### src/rtl/note_stack_lnp.sv
// Monophonic last-note-priority key stack: tracks up to DEPTH held keys and
// drives gate/note/velocity/retrig for the pitch and envelope path.

module note_stack_cmp (
  input  logic [6:0] key_i,
  input  logic [6:0] note_i,
  input  logic       valid_i,
  output logic       hit_o
);
  assign hit_o = valid_i && (key_i == note_i);
endmodule

module note_stack_lnp #(
  parameter int         DEPTH   = 8,
  parameter bit         OMNI    = 1'b1,
  parameter logic [3:0] CHANNEL = 4'd0,
  parameter bit         LEGATO  = 1'b0
) (
  input  logic       clk,
  input  logic       rst_n,
  input  logic       msg_stb,
  input  logic [3:0] ch_message,
  input  logic [3:0] chan,
  input  logic [6:0] note,
  input  logic [6:0] velocity,
  input  logic [6:0] lsb,
  output logic       gate,
  output logic [6:0] note_out,
  output logic [6:0] vel_out,
  output logic       retrig,
  output logic [4:0] count
);
  typedef struct packed {
    logic [6:0] note;
    logic [6:0] vel;
  } entry_t;

  localparam logic [4:0] DEPTH_C = 5'(DEPTH);

  entry_t [DEPTH-1:0] stk_q, stk_d, shf;
  logic [DEPTH-1:0]   hit;
  logic [4:0]         cnt_q, cnt_d, base;
  logic               gate_q, gate_d, retrig_q, retrig_d;
  logic [6:0]         nout_q, nout_d, vout_q, vout_d;
  logic               acc, is_on, is_off, is_ano, found, full;
  int                 fidx;

  // Only live slots (below count) can match, so stale entries are harmless.
  for (genvar i = 0; i < DEPTH; i++) begin : g_cmp
    note_stack_cmp u_cmp (
      .key_i  (stk_q[i].note),
      .note_i (note),
      .valid_i(5'(i) < cnt_q),
      .hit_o  (hit[i])
    );
  end

  assign found  = |hit;
  assign full   = (cnt_q == DEPTH_C);
  assign acc    = msg_stb && (OMNI || chan == CHANNEL);
  assign is_on  = (ch_message == 4'b1001) && (velocity != 7'd0);
  assign is_off = (ch_message == 4'b1000) || ((ch_message == 4'b1001) && (velocity == 7'd0));
  assign is_ano = (ch_message == 4'b1011) && (lsb == 7'd120 || lsb == 7'd123);

  always_comb begin
    fidx = 0;
    for (int i = 0; i < DEPTH; i++)
      if (hit[i]) fidx = i;
  end

  // Compacted stack with entry fidx removed; fidx=0 on a miss doubles as
  // the drop-oldest shift for a note-on into a full stack.
  always_comb begin
    shf = stk_q;
    for (int i = 0; i < DEPTH-1; i++)
      if (i >= fidx) shf[i] = stk_q[i+1];
  end

  always_comb begin
    stk_d    = stk_q;
    cnt_d    = cnt_q;
    gate_d   = gate_q;
    nout_d   = nout_q;
    vout_d   = vout_q;
    retrig_d = 1'b0;
    base     = cnt_q;
    if (acc) begin
      if (is_on) begin
        if (found || full) begin
          stk_d = shf;
          base  = cnt_q - 5'd1;
        end
        for (int i = 0; i < DEPTH; i++)
          if (5'(i) == base) stk_d[i] = {note, velocity};
        cnt_d    = base + 5'd1;
        gate_d   = 1'b1;
        nout_d   = note;
        vout_d   = velocity;
        retrig_d = !(LEGATO && gate_q);
      end else if (is_off && found) begin
        stk_d  = shf;
        cnt_d  = cnt_q - 5'd1;
        gate_d = (cnt_d != 5'd0);
        // Empty stack keeps the last pitch for the release phase.
        for (int i = 0; i < DEPTH; i++)
          if (5'(i) + 5'd1 == cnt_d) begin
            nout_d = shf[i].note;
            vout_d = shf[i].vel;
          end
      end else if (is_ano) begin
        cnt_d  = 5'd0;
        gate_d = 1'b0;
      end
    end
  end

  always_ff @(posedge clk or negedge rst_n) begin
    if (!rst_n) begin
      stk_q    <= '0;
      cnt_q    <= 5'd0;
      gate_q   <= 1'b0;
      nout_q   <= 7'd0;
      vout_q   <= 7'd0;
      retrig_q <= 1'b0;
    end else begin
      stk_q    <= stk_d;
      cnt_q    <= cnt_d;
      gate_q   <= gate_d;
      nout_q   <= nout_d;
      vout_q   <= vout_d;
      retrig_q <= retrig_d;
    end
  end

  assign gate     = gate_q;
  assign note_out = nout_q;
  assign vel_out  = vout_q;
  assign retrig   = retrig_q;
  assign count    = cnt_q;
endmodule

### config.mk
export PLATFORM = sky130hd
export DESIGN_NAME = note_stack_lnp
export DESIGN_NICKNAME = d
export VERILOG_FILES = /design/src/rtl/note_stack_lnp.sv
export SDC_FILE = /design/constraint.sdc
export NUM_CORES = 1
export LEC_CHECK = 0
export ABC_AREA = 1
export CORE_AREA = 2 2 149 181
export DETAILED_ROUTE_END_ITERATION = 6
export DIE_AREA = 0 0 151 183
export GPL_TIMING_DRIVEN = 0
export PLACE_DENSITY = 0.57
export SLEW_MARGIN = 20
export SYNTH_ARGS = -nofsm -noshare
export SYNTH_HDL_FRONTEND = slang
export SYNTH_HIERARCHICAL = 1
export SYNTH_SLANG_ARGS = --single-unit
### constraint.sdc
create_clock -name clk -period 3.4 [get_ports clk]
set_input_delay 0.51 -clock clk [delete_from_list [all_inputs] [get_ports clk]]
set_output_delay 0.51 -clock clk [all_outputs]
set_load 0.01 [all_outputs]
After elaboration in Yosys (flattened, before gate mapping):

Index checks and enable logic that the tools add are counted.

* bits in registers: 133
* output and inout bits: 21

* add/subtract/negate cells: 2
* $lt $le $gt $ge: 15
* equality and inequality tests: 36
* multiplexer cells: 56
* reductions and logical operators: 33

Operators by type and width (count)
* 2-to-1 mux 14 bit: 15
* 2-to-1 mux 98 bit: 2
* 2-to-1 mux 7 bit: 20
* 2-to-1 mux 32 bit: 4
* 2-to-1 mux 112 bit: 1
* >= comparator 4 x 32 -> 1 bit, first input constant: 3
* >= comparator 3 x 32 -> 1 bit, first input constant: 2
* == test 7 bit: 8
* == test 3 x 5 -> 1 bit, first input constant: 8
* >= comparator 1 x 32 -> 1 bit, first input constant: 1
* >= comparator 2 x 32 -> 1 bit, first input constant: 1
* 2-to-1 mux 5 bit: 6
* AND reduction 3 bit: 9
* != test 3 x 1 -> 1 bit, second input constant: 7
* == test 2 x 5 -> 1 bit, first input constant: 4
* less-than comparator 3 x 5 -> 1 bit, first input constant: 4
* == test 7 bit, second input constant: 2
* == test 4 bit, second input constant: 3
* logical AND 1 bit: 12
* == test 1 x 5 -> 1 bit, first input constant: 2
* less-than comparator 1 x 5 -> 1 bit, first input constant: 2
* less-than comparator 2 x 5 -> 1 bit, first input constant: 2
* nonzero test 9 bit: 1
* OR reduction 8 bit: 1
* 14 further kinds: 22

Depth between registers and ports, before layout:

Gate-level depths: netlist (run 1).

* depth after elaboration: 21
* depth in mapped cells: 28

By module:

The synthesis (run 1) kept the hierarchy.

By module, submodules not included
* note_stack_lnp: times used 1, cells an instance 1319, area each 9013.6 µm², sequential area each 3328.2 µm²
* note_stack_cmp: times used 8, cells an instance 40, area each 150.1 µm², sequential area each 0.0 µm²

Worst setup path before layout (run 1):

Ideal clock, no wire load.

* path type: reg-to-reg
* start: register cnt_q[4], in the netlist count[4]
* end: register stk_q[46] (netlist bit)
* library setup time: 0.130 ns
* arrival: 3.191 ns
* data required time: 3.270 ns
* slack: 0.079 ns
* stages on the path, launching flop included: 21
* buffers on the path: 1
* clock period less this slack: 3.321 ns
* path through: dfrtp_1 -> nor2_1 -> inv_1 -> nor2_1 -> o21bai_1 -> nand2_1 -> nor2_1 -> nand2_1 -> nor2_1 -> nor2_1 -> nand3_1 -> nor3_2 -> o21ai_4 -> xor2_1 -> ha_1 -> inv_1 -> nor2_1 -> nand2_1 -> a21oi_4 -> clkbuf_1 -> o21ai_0

* elaborated cells between the ends (all ways): 41

RTL lines
* from (decl): RTL line 42 `logic [4:0] cnt_q, cnt_d, base;`
* from (signal assigned): RTL line 127 `cnt_q <= cnt_d;`
* less-than comparator 3 x 5 -> 1 bit *: RTL line 53 `.valid_i(5'(i) < cnt_q),`
* logical AND 1 bit *: RTL line 10 `assign hit_o = valid_i && (key_i == note_i);`
* via hit[4]: RTL line 41 `logic [DEPTH-1:0] hit;`
* 2-to-1 mux 32 bit (4 in series): RTL line 68 `if (hit[i]) fidx = i;`
* >= comparator 3 x 32 -> 1 bit: RTL line 76 `if (i >= fidx) shf[i] = stk_q[i+1];`
* 2-to-1 mux 14 bit: RTL line 76
* 2-to-1 mux 98 bit: RTL line 89 `if (found || full) begin`
* 2-to-1 mux 14 bit: RTL line 94 `if (5'(i) == base) stk_d[i] = {note, velocity};`
* 2-to-1 mux 112 bit: RTL line 88 `if (is_on) begin`
* to (signal assigned): RTL line 126 `stk_q <= stk_d;`
* to (decl): RTL line 40 `entry_t [DEPTH-1:0] stk_q, stk_d, shf;`

The timed path passes the listed nets; every way through them passes the cells marked *. The select of a mux whose other input is x is not followed.
A chain may end at the register's enable or synchronous reset.

Worst setup path in the final report (run 1):

* start: register cnt_q[4], in the netlist count[4]
* end: register stk_q[24] (netlist bit)

* elaborated cells between the ends (all ways): 41

RTL lines (RTL line)
* less-than comparator 3 x 5 -> 1 bit *: 53
* logical AND 1 bit *: 10
* via hit[6]: 41
* parallel branches: the longest is 8 deep, another holds >= comparator 2 x 32 -> 1 bit

Mark *: on every way through the listed nets, which the timed path passes. The select of a mux whose other input is x is not followed.

==> run summary, run 1 <==
outcome -> finished with violations
violated checks -> negative setup slack
internal cell power -> 5.62 mW
portion of total power attributed to sequential cells -> 0.248
complex-gate fraction of the synthesized area -> 0.241
share of post-route cells with drive strength above 1 -> 0.153
final cycle utilization of the critical path -> 1.02
Clk pin slew, worst setup/hold paths -> 70 ps
fraction of synthesized cell area in xor and xnor cells -> 0.00343
GR Util All Layers -> 0.297
residual DRC count -> 0
detail-routed via count per cell -> 5.36
1st-pass router iterations -> 5
largest incremental delay on the critical path -> 430 ps
total number of yosys warnings -> 6
largest fanout on the critical path -> 10
kind of start point of the critical path -> flip-flop
setup repair after global routing missed its margin -> true
critical path data required time -> 3770 ps
violation count after the first detailed-route iteration -> 927
mean area per synthesized cell -> 6.23 sq um
power share of the combinational group -> 0.579
count of nets after finishing -> 1,823
Port Buf Inserts -> 41
TritonCTS clock tree -> built
Critical Path, Cell by Cell -> nor2_4 > buf_4 > o21ai_0 > nand2_1 > nor2_1 > nand2_1 > nor2_1 > nor2_2 > nand3_2 > nor3_4 > o21ai_4 > buf_4 > o21ai_4 > inv_4 > nor2_4 > buf_4 > clkbuf_2 > nand4_1 > a31oi_1
number of diodes -> 0
fraction of the yosys area taken by sequential cells -> 0.326
WL per Instance -> 19.4 microns
post-synthesis simple-gate area fraction -> 0.295
number of nets with antenna violations after detailed routing -> 0
count of flip-flops with a built-in enable after synthesis -> 0
vias post-DR -> 11,424
sum of internal, switching and leakage power -> 11.1 mW
met2 GRT Util -> 0.502
via count of the first global-routing pass -> 10,531
Non-Filler Instances -> 2,130
global-route wire length before repair -> 61,200 microns
met3 GRT Util -> 0.0381
highest clock frequency the design can meet -> 288 MHz
die extent in y -> 183 microns
DIE WIDTH -> 151 microns
share of synthesized area spent on multiplexers -> 0
GR Layer Usage met1 -> 0.361
post-synthesis share of cell area spent on full adders, half adders and majority gates -> 0.0110
area of the placeable core -> 25,900 sq um
Final Slew Violations -> 0
busiest metal layer after global routing -> met2
setup violators final -> 36
dpl cells -> 2,016
remaining global-route overflow -> 0
power density over cell area -> 843 nW/um^2
static leakage -> 6.59 nW
worst slack after detailed placement -> -1730 ps
slew of the pin with the lowest slew margin -> 966 ps
part of the power in the clock network -> 0.174
async set-reset flop share out of synthesis -> 1.00
type of the most critical hold path -> flip-flop to flip-flop
most frequent cell on the critical path -> sky130_fd_sc_hd__buf_4
number of failing hold endpoints at the final stage -> 0
number of storage elements in the synthesis netlist -> 133
Crit Path Class -> flip-flop to flip-flop
worst-case headroom to the max-slew limit -> 0.356
clock latency on the worst-skew pair -> 450 ps
highest ir drop seen on vdd -> 0.467 mV
slowest stage cell on the critical path -> sky130_fd_sc_hd__dfrtp_2
net switching fraction of the power -> 0.494
post-synth cell types -> 40
clock period minus worst slack -> 3470 ps
number of clock sinks -> 133
number of nets produced by synthesis -> 1,680
routed wire length -> 41,300 microns
Max Cap Viol -> 0
maximum buffer depth of the clock tree -> 2
total clock buffers created by CTS -> 17
growth of design area from synthesis to finish -> 29.1%
final HPWL from detailed placement -> 28,700 microns
number of placement rows -> 65
floorplan die area -> 27,600 sq um
total number of H-tree levels -> 4
largest net degree at the start of global routing -> 91
I/O pin count -> 53
antenna violations before repair -> 0
library cell used as clock root buffer -> sky130_fd_sc_hd__clkbuf_16
global placement routability congestion -> 0.955
starting density of the core -> 0.395
data arrival time at the worst-slack endpoint -> 3840 ps
main combinational cell family by area after synthesis -> simple AND/OR/NAND/NOR gates
maximum clock skew at final layout -> 13.8 ps
worst setup margin -> -72.8 ps
Switch Pwr -> 5.50 mW
commonest register cell after synthesis -> sky130_fd_sc_hd__dfrtp_1
summed instance area of the synthesized netlist -> 10,200 sq um
gate count after technology mapping -> 1,639
crit end category -> flip-flop
[cells in the final DEF (no fill, tap or decap), types with 5 or more instances in the layout]
cell,netlist,routed
sky130_fd_sc_hd__inv_1,233,222
sky130_fd_sc_hd__buf_12,0,8
sky130_fd_sc_hd__a21oi_4,7,7
sky130_fd_sc_hd__buf_4,6,53
sky130_fd_sc_hd__clkbuf_8,0,6
sky130_fd_sc_hd__o211ai_1,85,85
sky130_fd_sc_hd__a21oi_1,90,88
sky130_fd_sc_hd__nand2_1,518,501
sky130_fd_sc_hd__inv_2,3,11
sky130_fd_sc_hd__clkbuf_2,1,9
sky130_fd_sc_hd__clkbuf_1,51,29
sky130_fd_sc_hd__clkbuf_16,0,19
sky130_fd_sc_hd__o21ai_0,204,110
sky130_fd_sc_hd__a31oi_1,12,12
sky130_fd_sc_hd__o21ai_1,7,87
sky130_fd_sc_hd__buf_8,0,19
sky130_fd_sc_hd__dfrtp_1,133,128
sky130_fd_sc_hd__nor2_1,145,137
sky130_fd_sc_hd__buf_1,9,5
sky130_fd_sc_hd__o21ai_2,3,15
sky130_fd_sc_hd__nor2_4,2,10
sky130_fd_sc_hd__nand3_1,51,46
sky130_fd_sc_hd__nand4_1,10,10
sky130_fd_sc_hd__nand3_4,0,8
sky130_fd_sc_hd__dfrtp_2,0,5
sky130_fd_sc_hd__nand2_2,1,15
sky130_fd_sc_hd__buf_2,21,9
sky130_fd_sc_hd__buf_6,0,26
sky130_fd_sc_hd__nand3_2,6,5
sky130_fd_sc_hd__clkinvlp_4,0,5
sky130_fd_sc_hd__clkdlybuf4s50_1,0,33
sky130_fd_sc_hd__ha_1,9,5
sky130_fd_sc_hd__nor2_2,4,5
[worst paths after layout]
check	endpoint	slack (ps)	from	depth (start not counted)
worst max register to register	stk_q[24]$_DFFE_PN0P_	-70	count[4]$_DFFE_PN0P_	19
min in group asynchronous	stk_q[8]$_DFFE_PN0P_	560	rst_n	2
worst min-delay path	stk_q[4]$_DFFE_PN0P_	520	stk_q[4]$_DFFE_PN0P_	2
max in group asynchronous	stk_q[78]$_DFFE_PN0P_	2040	rst_n	3
worst max-delay path	stk_q[24]$_DFFE_PN0P_	-70	count[4]$_DFFE_PN0P_	19
worst min register to register	stk_q[4]$_DFFE_PN0P_	520	stk_q[4]$_DFFE_PN0P_	2
[registers in the layout, indices dropped and copies added (netlist names)]
register / cells
count: 5
vel_out: 7
stk_q: 98
gate: 1
retrig: 1
shf: 14
note_out: 7
[power by group through the flow]
stage	Clock, mW	Combinational (mW)	Sequential (mW)
after floorplan	0	3.41	2.67
after global placement	0	5.20	2.76
after detailed placement	0	5.23	2.78
after CTS	1.94	5.79	2.74
after global routing	2.01	7.07	2.83
final	1.93	6.44	2.76
[cells by family (layout without fill, tap and decap cells)]
kind of cell               Yosys count  in the layout
AOI/OAI and AO/OA                  419            419
xor gates and xnor gates             4              4
adders and majority gates            9              9
buffers and inverters              325            478
DFF                                133            133
and+or+nand+nor                    749            752
[through the flow]
| step | util | cell area (sq um) | setup TNS [ps] | hold slack (ps) |
|---|---|---|---|---|
| 6_report | 0.510 | 13200 | -1060 | 522 |
| 2_1_floorplan | - | 10200 | 0 | 214 |
| 3_5_place_dp | 0.428 | 11100 | -199100 | 434 |
| 4_1_cts | 0.482 | 12500 | 0 | 520 |
| 5_1_grt | 0.510 | 13200 | -20390 | 555 |
| 3_3_place_gp | 0.427 | 11000 | -724060 | 498 |
[critical path, delay by kind of cell (launching register included)]
kind	cells	cell delay, ps
and+or+nand+nor	10	1410
AOI/OAI and AO/OA	4	690
DFF	1	430
buffers and inverters	5	860
[what timing repair did]
| action | 4_1_cts | 5_1_grt |
|---|---|---|
| hold endpoints to repair | 43 | 0 |
| resized for setup | 150 | 224 |
| pin swaps | 22 | 46 |
| endpoints found under the setup margin | 132 | 128 |
| cloned | 8 | 5 |
| hold buffers | 1 | 0 |
| buffers inserted | 34 | 35 |
[synthesized netlist by cell type, types with 3 or more instances]
| library cell | n | share of area |
|---|---|---|
| sky130_fd_sc_hd__a21oi_1 | 90 | 0.044 |
| sky130_fd_sc_hd__a21oi_4 | 7 | 0.011 |
| sky130_fd_sc_hd__a31oi_1 | 12 | 0.0073 |
| sky130_fd_sc_hd__buf_1 | 9 | 0.0033 |
| sky130_fd_sc_hd__buf_2 | 21 | 0.010 |
| sky130_fd_sc_hd__buf_4 | 6 | 0.0044 |
| sky130_fd_sc_hd__clkbuf_1 | 51 | 0.019 |
| sky130_fd_sc_hd__dfrtp_1 | 133 | 0.33 |
| sky130_fd_sc_hd__ha_1 | 9 | 0.011 |
| sky130_fd_sc_hd__inv_1 | 233 | 0.086 |
| sky130_fd_sc_hd__inv_2 | 3 | 0.0011 |
| sky130_fd_sc_hd__nand2_1 | 518 | 0.19 |
| sky130_fd_sc_hd__nand3_1 | 51 | 0.025 |
| sky130_fd_sc_hd__nand3_2 | 6 | 0.0059 |
| sky130_fd_sc_hd__nand4_1 | 10 | 0.0061 |
| sky130_fd_sc_hd__nor2_1 | 145 | 0.053 |
| sky130_fd_sc_hd__nor2_2 | 4 | 0.0024 |
| sky130_fd_sc_hd__nor3_1 | 5 | 0.0024 |
| sky130_fd_sc_hd__o211ai_1 | 85 | 0.062 |
| sky130_fd_sc_hd__o21ai_0 | 204 | 0.10 |
| sky130_fd_sc_hd__o21ai_1 | 7 | 0.0034 |
| sky130_fd_sc_hd__o21ai_2 | 3 | 0.0026 |
| sky130_fd_sc_hd__o31ai_1 | 3 | 0.0022 |
| sky130_fd_sc_hd__xnor2_1 | 3 | 0.0026 |
[layer usage]
metal | vias up | part of all wire
met1 | 5298 | 0.40
met4 | 0 | 0.063
met5 | - | 0
met3 | 133 | 0.051
met2 | 424 | 0.48
li1 | 5569 | -
[layout make-up]
type	count	area (sq um)
Buffer	87	637
Clock buffer	19	453
Clock inverter	13	148
Fill cell	2611	12700
Inverter	237	898
Multi-Input combinational cell	1184	6010
Sequential cell	133	3330
Tap cell	335	419
Timing Repair Buffer	122	1290
(Power assumes the default switching activity.)
==> run 2, diff against run 1 <==
--- a/config.mk
+++ b/config.mk
@@ -6,11 +6,11 @@
 export NUM_CORES = 1
 export LEC_CHECK = 0
 export ABC_AREA = 1
-export CORE_AREA = 2 2 149 181
+export CORE_AREA = 2 2 159 193
 export DETAILED_ROUTE_END_ITERATION = 6
-export DIE_AREA = 0 0 151 183
+export DIE_AREA = 0 0 161 195
 export GPL_TIMING_DRIVEN = 0
-export PLACE_DENSITY = 0.57
+export PLACE_DENSITY = 0.5
 export SLEW_MARGIN = 20
 export SYNTH_ARGS = -nofsm -noshare
 export SYNTH_HDL_FRONTEND = slang
==> constraint.sdc (replaced) <==
create_clock -name clk -period 3.3 [get_ports clk]
set_input_delay 0.495 -clock clk [delete_from_list [all_inputs] [get_ports clk]]
set_output_delay 0.495 -clock clk [all_outputs]
set_load 0.01 [all_outputs]
==> run 2 against run 1 <==
  * Largest power group unchanged
  * The run still ends with negative setup slack left
  * Sequential power grew 5%
  * Fmax grew 0.84%
  * Clock skew grew 0.87 ps
  * Critical path depth grew 4
==> run summary, run 2 (synthesized netlist as in run 1, its figures left out) <==
worst-case headroom to the max-slew limit -> 0.295 (was 0.356)
clock period minus worst slack -> 3440 ps (was 3470 ps)
growth of design area from synthesis to finish -> 34.1% (was 29.1%)
remaining global-route overflow -> 0 (unchanged)
setup repair after global routing missed its margin -> true (unchanged)
global-route wire length before repair -> 64,400 microns (was 61,200 microns)
maximum clock skew at final layout -> 14.7 ps (was 13.8 ps)
I/O pin count -> 53 (unchanged)
type of the most critical hold path -> input pin to asynchronous set/reset pin (was flip-flop to flip-flop)
number of nets with antenna violations after detailed routing -> 0 (unchanged)
outcome -> finished with violations (unchanged)
largest fanout on the critical path -> 6 (was 10)
count of nets after finishing -> 1,831 (was 1,823)
number of clock sinks -> 133 (unchanged)
1st-pass router iterations -> 6 (was 5)
Final Slew Violations -> 0 (unchanged)
violated checks -> negative setup slack (unchanged)
slew of the pin with the lowest slew margin -> 1060 ps (was 966 ps)
total placed instance area -> 11,200 sq um (was 11,100 sq um)
vias post-DR -> 11,565 (was 11,424)
most frequent standard cell in the layout excluding fill and tap cells -> sky130_fd_sc_hd__nand2_1 (unchanged)
number of failing hold endpoints at the final stage -> 0 (unchanged)
via count of the first global-routing pass -> 10,798 (was 10,531)
total clock buffers created by CTS -> 17 (unchanged)
violation count after the first detailed-route iteration -> 972 (was 927)
design area -> 13,700 sq um (was 13,200 sq um)
floorplan die area -> 31,400 sq um (was 27,600 sq um)
die extent in y -> 195 microns (was 183 microns)
flip-flop count of the largest register after layout -> 98 (unchanged)
area of the placeable core -> 29,400 sq um (was 25,900 sq um)
number of diodes -> 0 (unchanged)
crit end category -> flip-flop (unchanged)
highest clock frequency the design can meet -> 290 MHz (was 288 MHz)
critical path data required time -> 3650 ps (was 3770 ps)
Max Cap Viol -> 0 (unchanged)
residual DRC count -> 0 (unchanged)
data arrival time at the worst-slack endpoint -> 3800 ps (was 3840 ps)
power density over cell area -> 876 nW/um^2 (was 843 nW/um^2)
final-layout worst hold slack -> 0.590 ps (was 522 ps)
routed wire length -> 43,900 microns (was 41,300 microns)
kind of start point of the critical path -> flip-flop (unchanged)
DIE WIDTH -> 161 microns (was 151 microns)
antenna violations before repair -> 0 (unchanged)
final cycle utilization of the critical path -> 1.04 (was 1.02)
most used cells in the layout excluding fill and tap cells -> sky130_fd_sc_hd__nand2_1, sky130_fd_sc_hd__inv_1, sky130_fd_sc_hd__dfrtp_1 (was sky130_fd_sc_hd__nand2_1, sky130_fd_sc_hd__inv_1, sky130_fd_sc_hd__nor2_1)
Port Buf Inserts -> 41 (unchanged)
maximum buffer depth of the clock tree -> 2 (unchanged)
number of placement rows -> 69 (was 65)
worst slack after detailed placement -> -1840 ps (was -1730 ps)
GR Util All Layers -> 0.270 (was 0.297)
detail-routed via count per cell -> 5.27 (was 5.36)
register name with the most flops -> stk_q (unchanged)
count of hold buffers inserted by post-cts repair -> 0 (was 1)
starting density of the core -> 0.348 (was 0.395)
highest ir drop seen on vdd -> 0.372 mV (was 0.467 mV)
worst setup margin -> -144 ps (was -72.8 ps)
total of fill cells in the finished design -> 3,059 (was 2,611)
global placement routability congestion -> 0.890 (was 0.955)
Clk pin slew, worst setup/hold paths -> 60 ps (was 70 ps)
TritonCTS clock tree -> built (unchanged)
setup violators final -> 112 (was 36)
share of post-route cells with drive strength above 1 -> 0.194 (was 0.153)
static leakage -> 6.74 nW (was 6.59 nW)
largest net degree at the start of global routing -> 74 (was 91)
WL per Instance -> 20.0 microns (was 19.4 microns)
clock latency on the worst-skew pair -> 440 ps (was 450 ps)
final HPWL from detailed placement -> 29,900 microns (was 28,700 microns)
library cell used as clock root buffer -> sky130_fd_sc_hd__clkbuf_16 (unchanged)
total number of H-tree levels -> 4 (unchanged)
Crit Path Class -> flip-flop to flip-flop (unchanged)
## run 2: metrics by stage
step / util / power, mW / std cells / setup TNS [ps]
2_1_floorplan: - / 6.27 / 1639 / 0
6_report: 0.466 / 12.0 / 2193 / -6470
3_5_place_dp: 0.380 / 8.36 / 2071 / -218720
5_1_grt: 0.466 / 12.8 / 2193 / -22270
4_1_cts: 0.439 / 11.2 / 2158 / -6630
3_3_place_gp: 0.379 / 8.34 / 2070 / -779620
## run 2: path summary, 6_finish.rpt
| kind | start | slack, ps | cells after the start | end |
|---|---|---|---|---|
| worst max-delay path | count[4]$_DFFE_PN0P_ | -140 | 23 | stk_q[41]$_DFFE_PN0P_ |
| worst min-delay path | rst_n | 0.6 | 1 | stk_q[9]$_DFFE_PN0P_ |
| worst max register to register | count[4]$_DFFE_PN0P_ | -140 | 23 | stk_q[41]$_DFFE_PN0P_ |
| worst min register to register | stk_q[0]$_DFFE_PN0P_ | 520 | 2 | stk_q[0]$_DFFE_PN0P_ |
| max in group asynchronous | rst_n | 2520 | 2 | stk_q[56]$_DFFE_PN0P_ |
| min in group clk | stk_q[0]$_DFFE_PN0P_ | 520 | 2 | stk_q[0]$_DFFE_PN0P_ |
## run 2: timing repair
item,in CTS,in global routing
pin swaps,51,64
setup endpoints to repair,132,129
gates resized for setup,267,202
buffers inserted,47,26
cloned,8,10
## run 2: layer usage
layer / vias up / GRT usage / part of all wire
met5: - / 0 / 0
met4: 0 / 0.135 / 0.057
met3: 124 / 0.0370 / 0.047
met2: 395 / 0.469 / 0.49
met1: 5447 / 0.328 / 0.40
li1: 5599 / - / -
## run 2: final cells by class
class                   count  area, sq um  share of cell area
plain buffers              87          647              0.0472
flip-flops and latches    133         3330               0.244
repair buffers            129         1400               0.102
well taps                 390          488              0.0356
clock inverters            13          151              0.0111
clock buffers              19          443              0.0323
multi-input cells        1185         6330               0.462
inverters                 237          901              0.0658
## run 2: power breakdown
| part | total [mW] | internal, mW | switching [mW] |
|---|---|---|---|
| clock | 1.97 | 1.14 | 0.831 |
| combinational | 7.11 | 2.57 | 4.54 |
| sequential | 2.91 | 2.31 | 0.602 |
| total | 12.0 | 6.01 | 5.98 |
## run 2: worst max-delay path: stages (launching register included)
cell and delay [ps]:
sky130_fd_sc_hd__dfrtp_2 430, sky130_fd_sc_hd__nor2_4 150, sky130_fd_sc_hd__inv_2 70, sky130_fd_sc_hd__nor2_4 200, sky130_fd_sc_hd__nand2_2 130, sky130_fd_sc_hd__nand2_1 80
sky130_fd_sc_hd__nor2_1 40, sky130_fd_sc_hd__nand2_1 90, sky130_fd_sc_hd__nor2_4 60, sky130_fd_sc_hd__nor2_4 120, sky130_fd_sc_hd__nand3_4 120, sky130_fd_sc_hd__nor3_4 200
sky130_fd_sc_hd__o21ai_4 160, sky130_fd_sc_hd__xor2_4 210, sky130_fd_sc_hd__inv_2 130, sky130_fd_sc_hd__ha_4 140, sky130_fd_sc_hd__inv_2 40, sky130_fd_sc_hd__nor2_4 230
sky130_fd_sc_hd__nand2_2 100, sky130_fd_sc_hd__a21oi_4 150, sky130_fd_sc_hd__buf_12 150, sky130_fd_sc_hd__buf_8 120, sky130_fd_sc_hd__o211ai_1 100, sky130_fd_sc_hd__o21ai_1 140
